$ cat src/rtl/wb_regmux.sv
// -----------------------------------------------------------------------------
// wb_regmux
//
// Registered Wishbone slave decoder. Splits the user-area address space into
// four regions, selected by wbs_adr_i[31:30]:
//   00  program memory   (write-only, read returns 0)
//   01  pad config       (write-only, read returns 0)
//   10  debug registers  (read with DEBUG_LATENCY wait cycles, write pulse)
//   11  entropy pool     (byte-masked XOR-accumulate on write, readable)
//
// Every access acknowledges from a register. Non-debug accesses ack one cycle
// after the strobe is sampled. Debug reads ack DEBUG_LATENCY+1 cycles after
// the strobe. All write pulses (prog_we, pads_we, debug_we) and the ack last
// exactly one cycle. A master dropping wbs_cyc_i during a debug wait aborts
// the read without an ack.
//
// Optional build macro: WB_REGMUX_ADDR_CHECK_EN
//   When defined, any nonzero address bit between the region field and the
//   decoded index raises a one-cycle wbs_err_o instead of an ack, with no
//   side effects and wbs_dat_o cleared. When undefined those bits alias and
//   wbs_err_o stays 0.
//
// Ports:
//   wb_clk_i, wb_rst_i           clock, synchronous active-high reset
//   wbs_stb_i/cyc_i/we_i/sel_i   Wishbone request controls
//   wbs_adr_i, wbs_dat_i         request address and write data
//   wbs_ack_o, wbs_err_o         registered ack / error
//   wbs_dat_o                    registered read data
//   prog_*                       program memory write port (one-cycle we)
//   pads_*                       pad config write port (one-cycle we)
//   debug_*                      debug register file port (one-cycle we)
//   entropy_word                 current entropy pool value
// -----------------------------------------------------------------------------
module wb_regmux #(
  parameter int LOG_CORES     = 3,
  parameter int PC_WIDTH      = 8,
  parameter int INSTR_WIDTH   = 32,
  parameter int DATA_WIDTH    = 16,
  parameter int IO_PINS       = 16,
  parameter int LOG_PADS      = 1,
  parameter int DEBUG_LATENCY = 1,
  parameter int WB_WIDTH      = 32,
  parameter logic [WB_WIDTH-1:0] ENTROPY_SEED = 'h1
) (
  input  logic                   wb_clk_i,
  input  logic                   wb_rst_i,
  input  logic                   wbs_stb_i,
  input  logic                   wbs_cyc_i,
  input  logic                   wbs_we_i,
  input  logic [WB_WIDTH/8-1:0]  wbs_sel_i,
  input  logic [WB_WIDTH-1:0]    wbs_adr_i,
  input  logic [WB_WIDTH-1:0]    wbs_dat_i,
  output logic                   wbs_ack_o,
  output logic                   wbs_err_o,
  output logic [WB_WIDTH-1:0]    wbs_dat_o,
  output logic                   prog_we,
  output logic [LOG_CORES-1:0]   prog_sel,
  output logic [PC_WIDTH-1:0]    prog_waddr,
  output logic [INSTR_WIDTH-1:0] prog_wdata,
  output logic                   pads_we,
  output logic [LOG_PADS-1:0]    pads_waddr,
  output logic [IO_PINS-1:0]     pads_wdata,
  output logic [LOG_CORES-1:0]   debug_sel,
  output logic [4:0]             debug_addr,
  output logic                   debug_we,
  output logic [DATA_WIDTH-1:0]  debug_wdata,
  input  logic [DATA_WIDTH-1:0]  debug_rdata,
  output logic [WB_WIDTH-1:0]    entropy_word
);

  typedef enum logic [1:0] {
    IDLE  = 2'd0,
    DWAIT = 2'd1,
    ACK   = 2'd2
  } state_t;

  localparam logic [1:0] REG_PROG    = 2'b00;
  localparam logic [1:0] REG_PADS    = 2'b01;
  localparam logic [1:0] REG_DEBUG   = 2'b10;
  localparam logic [1:0] REG_ENTROPY = 2'b11;

  state_t     state;
  logic [3:0] wait_cnt;
  logic       err_q;
  logic       req;
  logic [1:0] region;
  logic       addr_err;

  assign req    = wbs_stb_i & wbs_cyc_i;
  assign region = wbs_adr_i[31:30];

  // Address bits outside the decoded fields are only inspected by the
  // optional address check; this keeps the rest of the bus visibly consumed.
  logic unused_adr;
  assign unused_adr = ^wbs_adr_i;

`ifdef WB_REGMUX_ADDR_CHECK_EN
  // Masks cover the bits between the region field and each region's index.
  localparam logic [29:0] PROG_MASK  = ~((30'd1 << (PC_WIDTH + LOG_CORES)) - 30'd1);
  localparam logic [29:0] PADS_MASK  = ~((30'd1 << LOG_PADS) - 30'd1);
  localparam logic [29:0] DEBUG_MASK = ~((30'd1 << (LOG_CORES + 5)) - 30'd1);

  // Flag a request whose unused address bits are not all zero.
  always_comb begin
    addr_err = 1'b0;
    case (region)
      REG_PROG:  addr_err = |(wbs_adr_i[29:0] & PROG_MASK);
      REG_PADS:  addr_err = |(wbs_adr_i[29:0] & PADS_MASK);
      REG_DEBUG: addr_err = |(wbs_adr_i[29:0] & DEBUG_MASK);
      default:   addr_err = |wbs_adr_i[29:0];
    endcase
  end
`else
  // Without the check, stray address bits simply alias; no error path exists.
  assign addr_err = 1'b0;
`endif

  assign wbs_err_o = err_q;

  // Single sequential process: request decode, debug wait counter, register
  // side effects and the one-cycle ack/err/write pulses. The pulse outputs
  // default low every cycle, so they can only ever be high for one cycle.
  always_ff @(posedge wb_clk_i) begin
    if (wb_rst_i) begin
      state        <= IDLE;
      wait_cnt     <= 4'd0;
      wbs_ack_o    <= 1'b0;
      err_q        <= 1'b0;
      wbs_dat_o    <= '0;
      prog_we      <= 1'b0;
      prog_sel     <= '0;
      prog_waddr   <= '0;
      prog_wdata   <= '0;
      pads_we      <= 1'b0;
      pads_waddr   <= '0;
      pads_wdata   <= '0;
      debug_sel    <= '0;
      debug_addr   <= '0;
      debug_we     <= 1'b0;
      debug_wdata  <= '0;
      entropy_word <= ENTROPY_SEED;
    end else begin
      wbs_ack_o <= 1'b0;
      err_q     <= 1'b0;
      prog_we   <= 1'b0;
      pads_we   <= 1'b0;
      debug_we  <= 1'b0;

      case (state)
        IDLE: begin
          if (req) begin
            if (addr_err) begin
              err_q     <= 1'b1;
              wbs_dat_o <= '0;
              state     <= ACK;
            end else if (region == REG_DEBUG && !wbs_we_i) begin
              // Debug reads present the index now and sample debug_rdata
              // after the configured number of wait cycles.
              debug_sel  <= wbs_adr_i[LOG_CORES+4:5];
              debug_addr <= wbs_adr_i[4:0];
              wait_cnt   <= 4'(DEBUG_LATENCY);
              state      <= DWAIT;
            end else begin
              wbs_ack_o <= 1'b1;
              state     <= ACK;
              case (region)
                REG_PROG: begin
                  if (wbs_we_i) begin
                    prog_sel   <= wbs_adr_i[PC_WIDTH+LOG_CORES-1:PC_WIDTH];
                    prog_waddr <= wbs_adr_i[PC_WIDTH-1:0];
                    prog_wdata <= wbs_dat_i[INSTR_WIDTH-1:0];
                    prog_we    <= 1'b1;
                  end else begin
                    wbs_dat_o <= '0;
                  end
                end
                REG_PADS: begin
                  if (wbs_we_i) begin
                    pads_waddr <= wbs_adr_i[LOG_PADS-1:0];
                    pads_wdata <= wbs_dat_i[IO_PINS-1:0];
                    pads_we    <= 1'b1;
                  end else begin
                    wbs_dat_o <= '0;
                  end
                end
                REG_DEBUG: begin
                  debug_sel   <= wbs_adr_i[LOG_CORES+4:5];
                  debug_addr  <= wbs_adr_i[4:0];
                  debug_wdata <= wbs_dat_i[DATA_WIDTH-1:0];
                  debug_we    <= 1'b1;
                end
                default: begin
                  // Entropy: reads return the pre-update pool; writes fold
                  // each selected byte in with XOR.
                  if (wbs_we_i) begin
                    for (int b = 0; b < WB_WIDTH / 8; b++) begin
                      if (wbs_sel_i[b]) begin
                        entropy_word[b*8 +: 8] <= entropy_word[b*8 +: 8] ^ wbs_dat_i[b*8 +: 8];
                      end
                    end
                  end else begin
                    wbs_dat_o <= entropy_word;
                  end
                end
              endcase
            end
          end
        end

        DWAIT: begin
          // Dropping cyc abandons the read silently; dat_o keeps its value.
          if (!wbs_cyc_i) begin
            wait_cnt <= 4'd0;
            state    <= IDLE;
          end else if (wait_cnt <= 4'd1) begin
            wait_cnt  <= 4'd0;
            wbs_dat_o <= WB_WIDTH'(debug_rdata);
            wbs_ack_o <= 1'b1;
            state     <= ACK;
          end else begin
            wait_cnt <= wait_cnt - 4'd1;
          end
        end

        ACK: begin
          // stb is deliberately not sampled here, so a held strobe is seen
          // as a new request only after one idle cycle.
          state <= IDLE;
        end

        default: begin
          state <= IDLE;
        end
      endcase
    end
  end

endmodule

$ cat config.mk
export PLATFORM = sky130hd
export DESIGN_NAME = wb_regmux
export DESIGN_NICKNAME = d
export VERILOG_FILES = /design/src/rtl/wb_regmux.sv
export SDC_FILE = /design/constraint.sdc
export NUM_CORES = 1
export LEC_CHECK = 0
export CORE_ASPECT_RATIO = 2
export CORE_MARGIN = 2
export CORE_UTILIZATION = 40
export CTS_CLUSTER_DIAMETER = 150
export DETAILED_ROUTE_END_ITERATION = 8
export HOLD_SLACK_MARGIN = 0.12
export PLACE_DENSITY_LB_ADDON = 0.2
export SLEW_MARGIN = 20
export SYNTH_ARGS = -nofsm -noshare
export SYNTH_HDL_FRONTEND = slang
export SYNTH_SLANG_ARGS = --single-unit
$ cat constraint.sdc
create_clock -name wb_clk_i -period 1.8 [get_ports wb_clk_i]
set_clock_uncertainty 0.15 [all_clocks]
set_input_delay 0.18 -clock wb_clk_i [delete_from_list [all_inputs] [get_ports wb_clk_i]]
set_output_delay 0.18 -clock wb_clk_i [all_outputs]
set_load 0.02 [all_outputs]
==> results.md, run 1 <==
- Status: complete, but fails checks
- Failing checks: setup timing
- Cell area after layout: between 9000 and 10,000 µm²
- #FFs+latches synth: about 160
- Max_cap viols: 0
- Clock Tree Buf Depth: 2
- Drt first pass iters: 5
- Final setup fails: 10
- Fmax: approximately 0.55 GHz
- Chip width: roughly 94 µm
- Drc violations: 0
- Total congestion overflow: 0
- Critical Path AT: ~2000 ps
- Worst path slowest cell: dfxtp_4
- Synthesized instance count: approximately 730
- Pins Over Slew Limit: 0
- Register area share after synthesis: 0.490
- Power per cell area: approximately 800 nW/µm²
- Final worst slack: -34.2 ps
- Peak supply drop: 0.624 mV
- Slowest cell delay on critical path: about 360 ps
- Drt total wl: about 22,000 µm
- Setup crit end kind: register
- Worst path cell trace: nand4bb_4 > nor4_4 > buf_6 > clkbuf_16 > mux2i_1 > nor2_1
- Total CTS buffers: 17
- Via count: 6,216
- Fin crit share: 1.02
- Cell variety after synth: 49
- Layout area overhead: 54.3%
- Worst-path clk slew: roughly 70 ps
- YS warnings: 0
- Asr flop ratio synth: 0
- Final hold viol count: 0
- Die area: between 15,000 and 20,000 µm²
- Ports: 242
- Synth Area in XOR/XNOR: 0.0108
- DPL Wire Length: approximately 16,000 µm
- Area share of and/or/nand/nor cells after synthesis: 0.218
- CTS tree: yes
- EDFF count, synth: 0
- Post-layout minimum cycle time: 1830 ps
- Avg Inst Size Synth: slightly below 9 µm²
- CP max FO: 8
- Unrepaired setup endpoints after global routing: true
- Largest net degree at the start of global routing: 67
- Number of port buffers: between 200 and 250
- Mux contribution to synthesized area: 0.0263
- Top_reg_cell synth: dfxtp_1
- Die Y: roughly 180 µm
- Routed vias/inst: 5.28
- Share of layout cells above drive strength 1: 0.153
- Routed Antenna Nets: 0
- Post-synthesis compound-gate area fraction: 0.204
- Met1 Use GR: 0.244
- Vias in the first global route: 5,746
- Adder-cell share of the synthesized area: 0.00387
- # diodes: 0
- Minimum hold slack: around 140 ps
- R2r setup slk: -30 ps
- WS Path Type: register to register
- Clock Latency Late Sink: 430 ps
- Initial antenna violation count: 0
- Post-DR wirelength/cell: 18.7 µm
- Inst Count DP: 1,137
- Initial Util: 0.409
- CTS root buf: clkbuf_16
- First-pass GRT wire length: ~32,000 µm
- Final std cells w/o fill: between 1,000 and 1,500
- Busiest grt layer: met2
- Post-DP Area: ~9100 µm²
- Fillcell total: roughly 1,400
- Synth Cell Area: roughly 6500 µm²
- Gpl congestion: between 0.8 and 0.9
- Total power: approximately 8 mW
- Hold crit path type: input port to register
- Met2 Use GR: 0.467
- WP data required: around 2000 ps
- Core box area: 15,800 µm²
- M3 GR Usage: 0.0508
- Cell Rows: between 60 and 70
- Worst Setup Start Kind: register
- Starting DRC count in detailed routing: 289
- CTS HTree Levels: 4
- Core Util, Final: 0.632
- Net count after synthesis: 817
- NumNets Final: about 1,100
- CTS sink count: between 150 and 200
- P_leak: ~3.7 nW
- Most frequent cells in the layout: clkdlybuf4s50_1 (193), dfxtp_1 (154), nand2_1 (139)
- Commonest non-fill, non-tap cell in the layout: clkdlybuf4s50_1
- Largest family of logic cells by synthesized area: simple AND/OR/NAND/NOR gates
- Total track usage: 0.244
## area by class of cell
| class | instances | area, µm² | area share |
|---|---|---|---|
| flip-flops and latches | 158 | 3180 | 0.319 |
| multi-input cells | 505 | 3090 | 0.310 |
| repair buffers | 276 | 2830 | 0.284 |
| clock buffers | 19 | 453 | 0.0454 |
| well taps | 201 | 251 | 0.0252 |
| clock inverters | 13 | 146 | 0.0147 |
| inverters | 5 | 21.3 | 0.00213 |
## final timing paths
kind / from / end / cells past startpoint
worst min-delay path: wbs_adr_i[8] / prog_sel[0] / 3
worst min register to register: prog_wdata[6] / prog_wdata[6] / 2
worst max register to register: state[1] / pads_wdata[2] / 6
worst max-delay path: state[1] / pads_wdata[2] / 6
## what timing repair did
action,4_1_cts,5_1_grt
hold buffers,1,0
endpoints found under the setup margin,22,143
resized for setup,18,43
pin swaps,0,6
hold endpoints to repair,14,0
cloned,0,4
setup buffers,0,3
## power breakdown
group | switching, mW | internal, mW
Sequential | 0.0321 | 3.54
Clock | 1.61 | 2.04
Combinational | 0.380 | 0.376
## logic make-up (layout without fill, tap and decap cells)
group,Yosys count,in the layout
simple gates,286,286
xor+xnor,8,8
fa+ha+maj,2,2
compound gates,191,191
other cells,1,1
buf+inv,63,313
flops,158,158
mux,17,17
## metrics by stage
stage / worst slack, ps / setup TNS [ps]
after floorplan: -4.19 / -40.8
after global placement: -336 / -37650
after detailed placement: -396 / -42420
after CTS: 1.96 / 0
after global routing: -96.6 / -1370
final: -34.2 / -241
## metal layers
layer	up-vias	share of wire	routed length, µm
met5	-	0	0
met4	0	0.036	799
met3	45	0.051	1120
met2	222	0.57	12500
met1	2956	0.35	7630
li1	2993	-	-
## worst max-delay path, delay by kind of cell, from the launching register on
| family | cells | cell delay (ps) |
|---|---|---|
| flip-flops | 1 | 360 |
| buffers and inverters | 2 | 350 |
| multiplexers | 1 | 190 |
| AND/OR/NAND/NOR | 3 | 670 |
## Yosys cell counts (8+ instances only)
| cell | number | area [µm²] |
|---|---|---|
| xor2_1 | 8 | 70.1 |
| clkbuf_1 | 35 | 131 |
| a211oi_2 | 14 | 175 |
| nor2_1 | 33 | 124 |
| nand2b_1 | 18 | 113 |
| and3_1 | 17 | 106 |
| nand2_1 | 139 | 522 |
| o21ba_2 | 23 | 230 |
| nor3b_1 | 25 | 188 |
| o211ai_1 | 16 | 120 |
| nor3_1 | 18 | 90.1 |
| nand3_1 | 9 | 45.0 |
| o21ai_0 | 16 | 80.1 |
| mux2i_1 | 17 | 170 |
| buf_2 | 13 | 65.1 |
| a21oi_1 | 85 | 425 |
| a21boi_0 | 21 | 158 |
| dfxtp_1 | 158 | 3160 |
## sequential cells by signal, indices dropped and copies added (netlist names), 2 cells and up
| signal | flops |
|---|---|
| entropy_word | 32 |
| prog_wdata | 32 |
| wbs_dat_o | 32 |
| debug_wdata | 16 |
| pads_wdata | 16 |
| prog_waddr | 8 |
| debug_addr | 5 |
| wait_cnt | 4 |
| debug_sel | 3 |
| prog_sel | 3 |
| state | 2 |
(Power assumes the default switching activity.)
==> run 2: changes to the inputs <==
--- a/config.mk
+++ b/config.mk
@@ -12,7 +12,7 @@
 export DETAILED_ROUTE_END_ITERATION = 8
 export HOLD_SLACK_MARGIN = 0.12
 export PLACE_DENSITY_LB_ADDON = 0.2
-export SLEW_MARGIN = 20
+export SLEW_MARGIN = 10
 export SYNTH_ARGS = -nofsm -noshare
 export SYNTH_HDL_FRONTEND = slang
 export SYNTH_SLANG_ARGS = --single-unit
==> results of run 2 <==
Same layout as run 1: the final DEF is identical, and so are final timing and power.
==> run 3: changes to the inputs <==
--- a/config.mk
+++ b/config.mk
@@ -6,7 +6,7 @@
 export NUM_CORES = 1
 export LEC_CHECK = 0
 export CORE_ASPECT_RATIO = 2
-export CORE_MARGIN = 2
+export CORE_MARGIN = 8
 export CORE_UTILIZATION = 40
 export CTS_CLUSTER_DIAMETER = 150
 export DETAILED_ROUTE_END_ITERATION = 8
==> run 3 against run 2 <==
Compared with the run above: the run now ends clean; sequential power hardly changed; global-route usage down 5.3 points; non-clock buffer count fell by 5; clock power shrank 1%; cell count fell by 0.17%; cell area decreased by 1.4%; sequential share of layout area increased by 0.40 points; via count down 3.7%; first-iteration DRC count decreased by 17%; maximum frequency grew 4.0%.
==> results.md, run 3 (synthesis gave the netlist of run 1 again) <==
- Status: finished clean
- Total track usage: 0.191 (-0.0533)
- Chip width: 106 µm (+13%)
- Drt total wl: 20,000 µm (-9.1%)
- Routed Antenna Nets: 0 (unchanged)
- Starting DRC count in detailed routing: 241 (-17%)
- Vias in the first global route: 6,159 (+7.2%)
- Worst Setup Start Kind: register
- Ports: 242 (unchanged)
- Fmax: 0.567 GHz (+4.0%)
- Power per cell area: 800 nW/µm² (about the same)
- Drt first pass iters: 4 (-1)
- Peak supply drop: 0.578 mV (-7.4%)
- Bufs and invs on worst path: 1 (-1)
- Layout area overhead: 52.2%
- Largest net degree at the start of global routing: 66 (-1.5%)
- Total CTS buffers: 17 (unchanged)
- Pins Over Slew Limit: 0 (unchanged)
- Clock Tree Buf Depth: 2 (unchanged)
- Core Util, Final: 0.614 (-0.0180)
- Post-place setup slack: -255 ps (+141 ps)
- CTS sink count: 158 (unchanged)
- NumNets Final: 1,049 (-0.47%)
- Via count: 5,987 (-3.7%)
- Fin crit share: 0.980 (-0.0388)
- Commonest non-fill, non-tap cell in the layout: clkdlybuf4s50_1
- Unrepaired setup endpoints after global routing: true
- Initial antenna violation count: 0 (unchanged)
- # diodes: 0 (unchanged)
- WS Path Type: register to output port
- Post-DR wirelength/cell: 17.0 µm (-8.9%)
- Total congestion overflow: 0 (unchanged)
- CTS HTree Levels: 4 (unchanged)
- Post-layout minimum cycle time: 1760 ps (-69.9 ps)
- Fillcell total: 1,389 (+0.29%)
- Core box area: 16,000 µm² (+1.5%)
- Clock Latency Late Sink: 410 ps (-20 ps)
- Gpl congestion: 0.843 (+3.3%)
- Worst-path clk slew: 70 ps (about the same)
- Share of layout cells above drive strength 1: 0.144 (-0.00848)
- Worst path slowest cell: clkdlybuf4s50_1
- CTS tree: yes
- Post-CTS Setup Repair Bufs: 0 (unchanged)
- Largest registers: entropy_word x32, prog_wdata x32, wbs_dat_o x32
- Slowest cell delay on critical path: 640 ps (+280 ps)
- Drc violations: 0 (unchanged)
- Initial Util: 0.403 (-0.00620)
- Cell Rows: 66 (+1.5%)
- Hold crit path type: input port to register
- Number of port buffers: 221 (unchanged)
- Die Y: 196 µm (+6.5%)
- Worst path cell trace: clkdlybuf4s50_1
- P_leak: 3.83 nW (+2.8%)
- Crit path max-delay family: buffers and inverters
- Setup crit end kind: output port
- Final setup fails: 0 (-10)
- Critical Path AT: 1430 ps (-560 ps)
- Final hold viol count: 0 (unchanged)
- Final worst slack: 35.7 ps (+69.9 ps)
- WP data required: 1470 ps (-490 ps)
- Most frequent cells in the layout: clkdlybuf4s50_1 (193), dfxtp_1 (155), nand2_1 (139)
- CTS root buf: clkbuf_16
- Die area: 20,700 µm² (+20%)
- Routed vias/inst: 5.10 (-3.5%)
- Max_cap viols: 0 (unchanged)
- First-pass GRT wire length: 32,400 µm (+2.0%)
- CP max FO: 3 (-5)
- DPL Wire Length: 14,900 µm (-6.5%)
run 3: cell count changes in the layout (fill, tap and decap cells not counted), sizes merged:
cell and change:
inv +3, clkbuf -5, dlymetal6s2s +14, buf -1
clkinvlp +1, dlygate4sd2 -14, clkinv -3
run 3: final cells by class:
type | count | area (µm²) | area share
Clock buffer | 18 | 439 | 0.0447
Sequential cell | 158 | 3170 | 0.323
Timing Repair Buffer | 271 | 2750 | 0.280
Clock inverter | 14 | 145 | 0.0148
Tap cell | 204 | 255 | 0.0260
Inverter | 5 | 21.3 | 0.00216
Multi-Input combinational cell | 505 | 3050 | 0.310
run 3: final timing paths:
kind	from	end	slack, ps	depth (start not counted)
worst min-delay path	wbs_adr_i[8]	prog_sel[0]	160	3
worst max register to register	state[0]	entropy_word[1]	50	5
worst min register to register	prog_sel[2]	prog_sel[2]	300	2
worst max-delay path	entropy_word[30]	entropy_word[30]	40	1
run 3: report_power, final:
part | switching (mW) | internal [mW]
logic | 0.348 | 0.362
clock network | 1.59 | 2.00
registers | 0.0302 | 3.54
run 3: timing repair:
item                                   CTS  global route
pin swaps                                0             0
endpoints found under the hold margin   12             0
hold buffers                             1             0
setup endpoints to repair               13           138
cloned                                   0             1
resized for setup                        5            45
run 3: per-stage QoR:
stage	cell area [µm²]	power, mW	setup TNS [ps]	std cells	hold slack [ps]
6_report	9830	7.87	0	1175	162
5_1_grt	9830	8.16	-128	1175	164
4_1_cts	9730	7.95	-5.57	1174	148
3_5_place_dp	9130	4.35	-24280	1141	297
3_3_place_gp	9130	4.35	-20890	1141	291
2_1_floorplan	6500	3.95	-40.8	726	108
run 3: per-layer routing:
metal	global-route usage	wire length (µm)	share of wire
met2	0.300	9360	0.47
met3	0.0914	2060	0.10
met1	0.226	8410	0.42
met5	0	0	0
met4	0.0499	193	0.0096
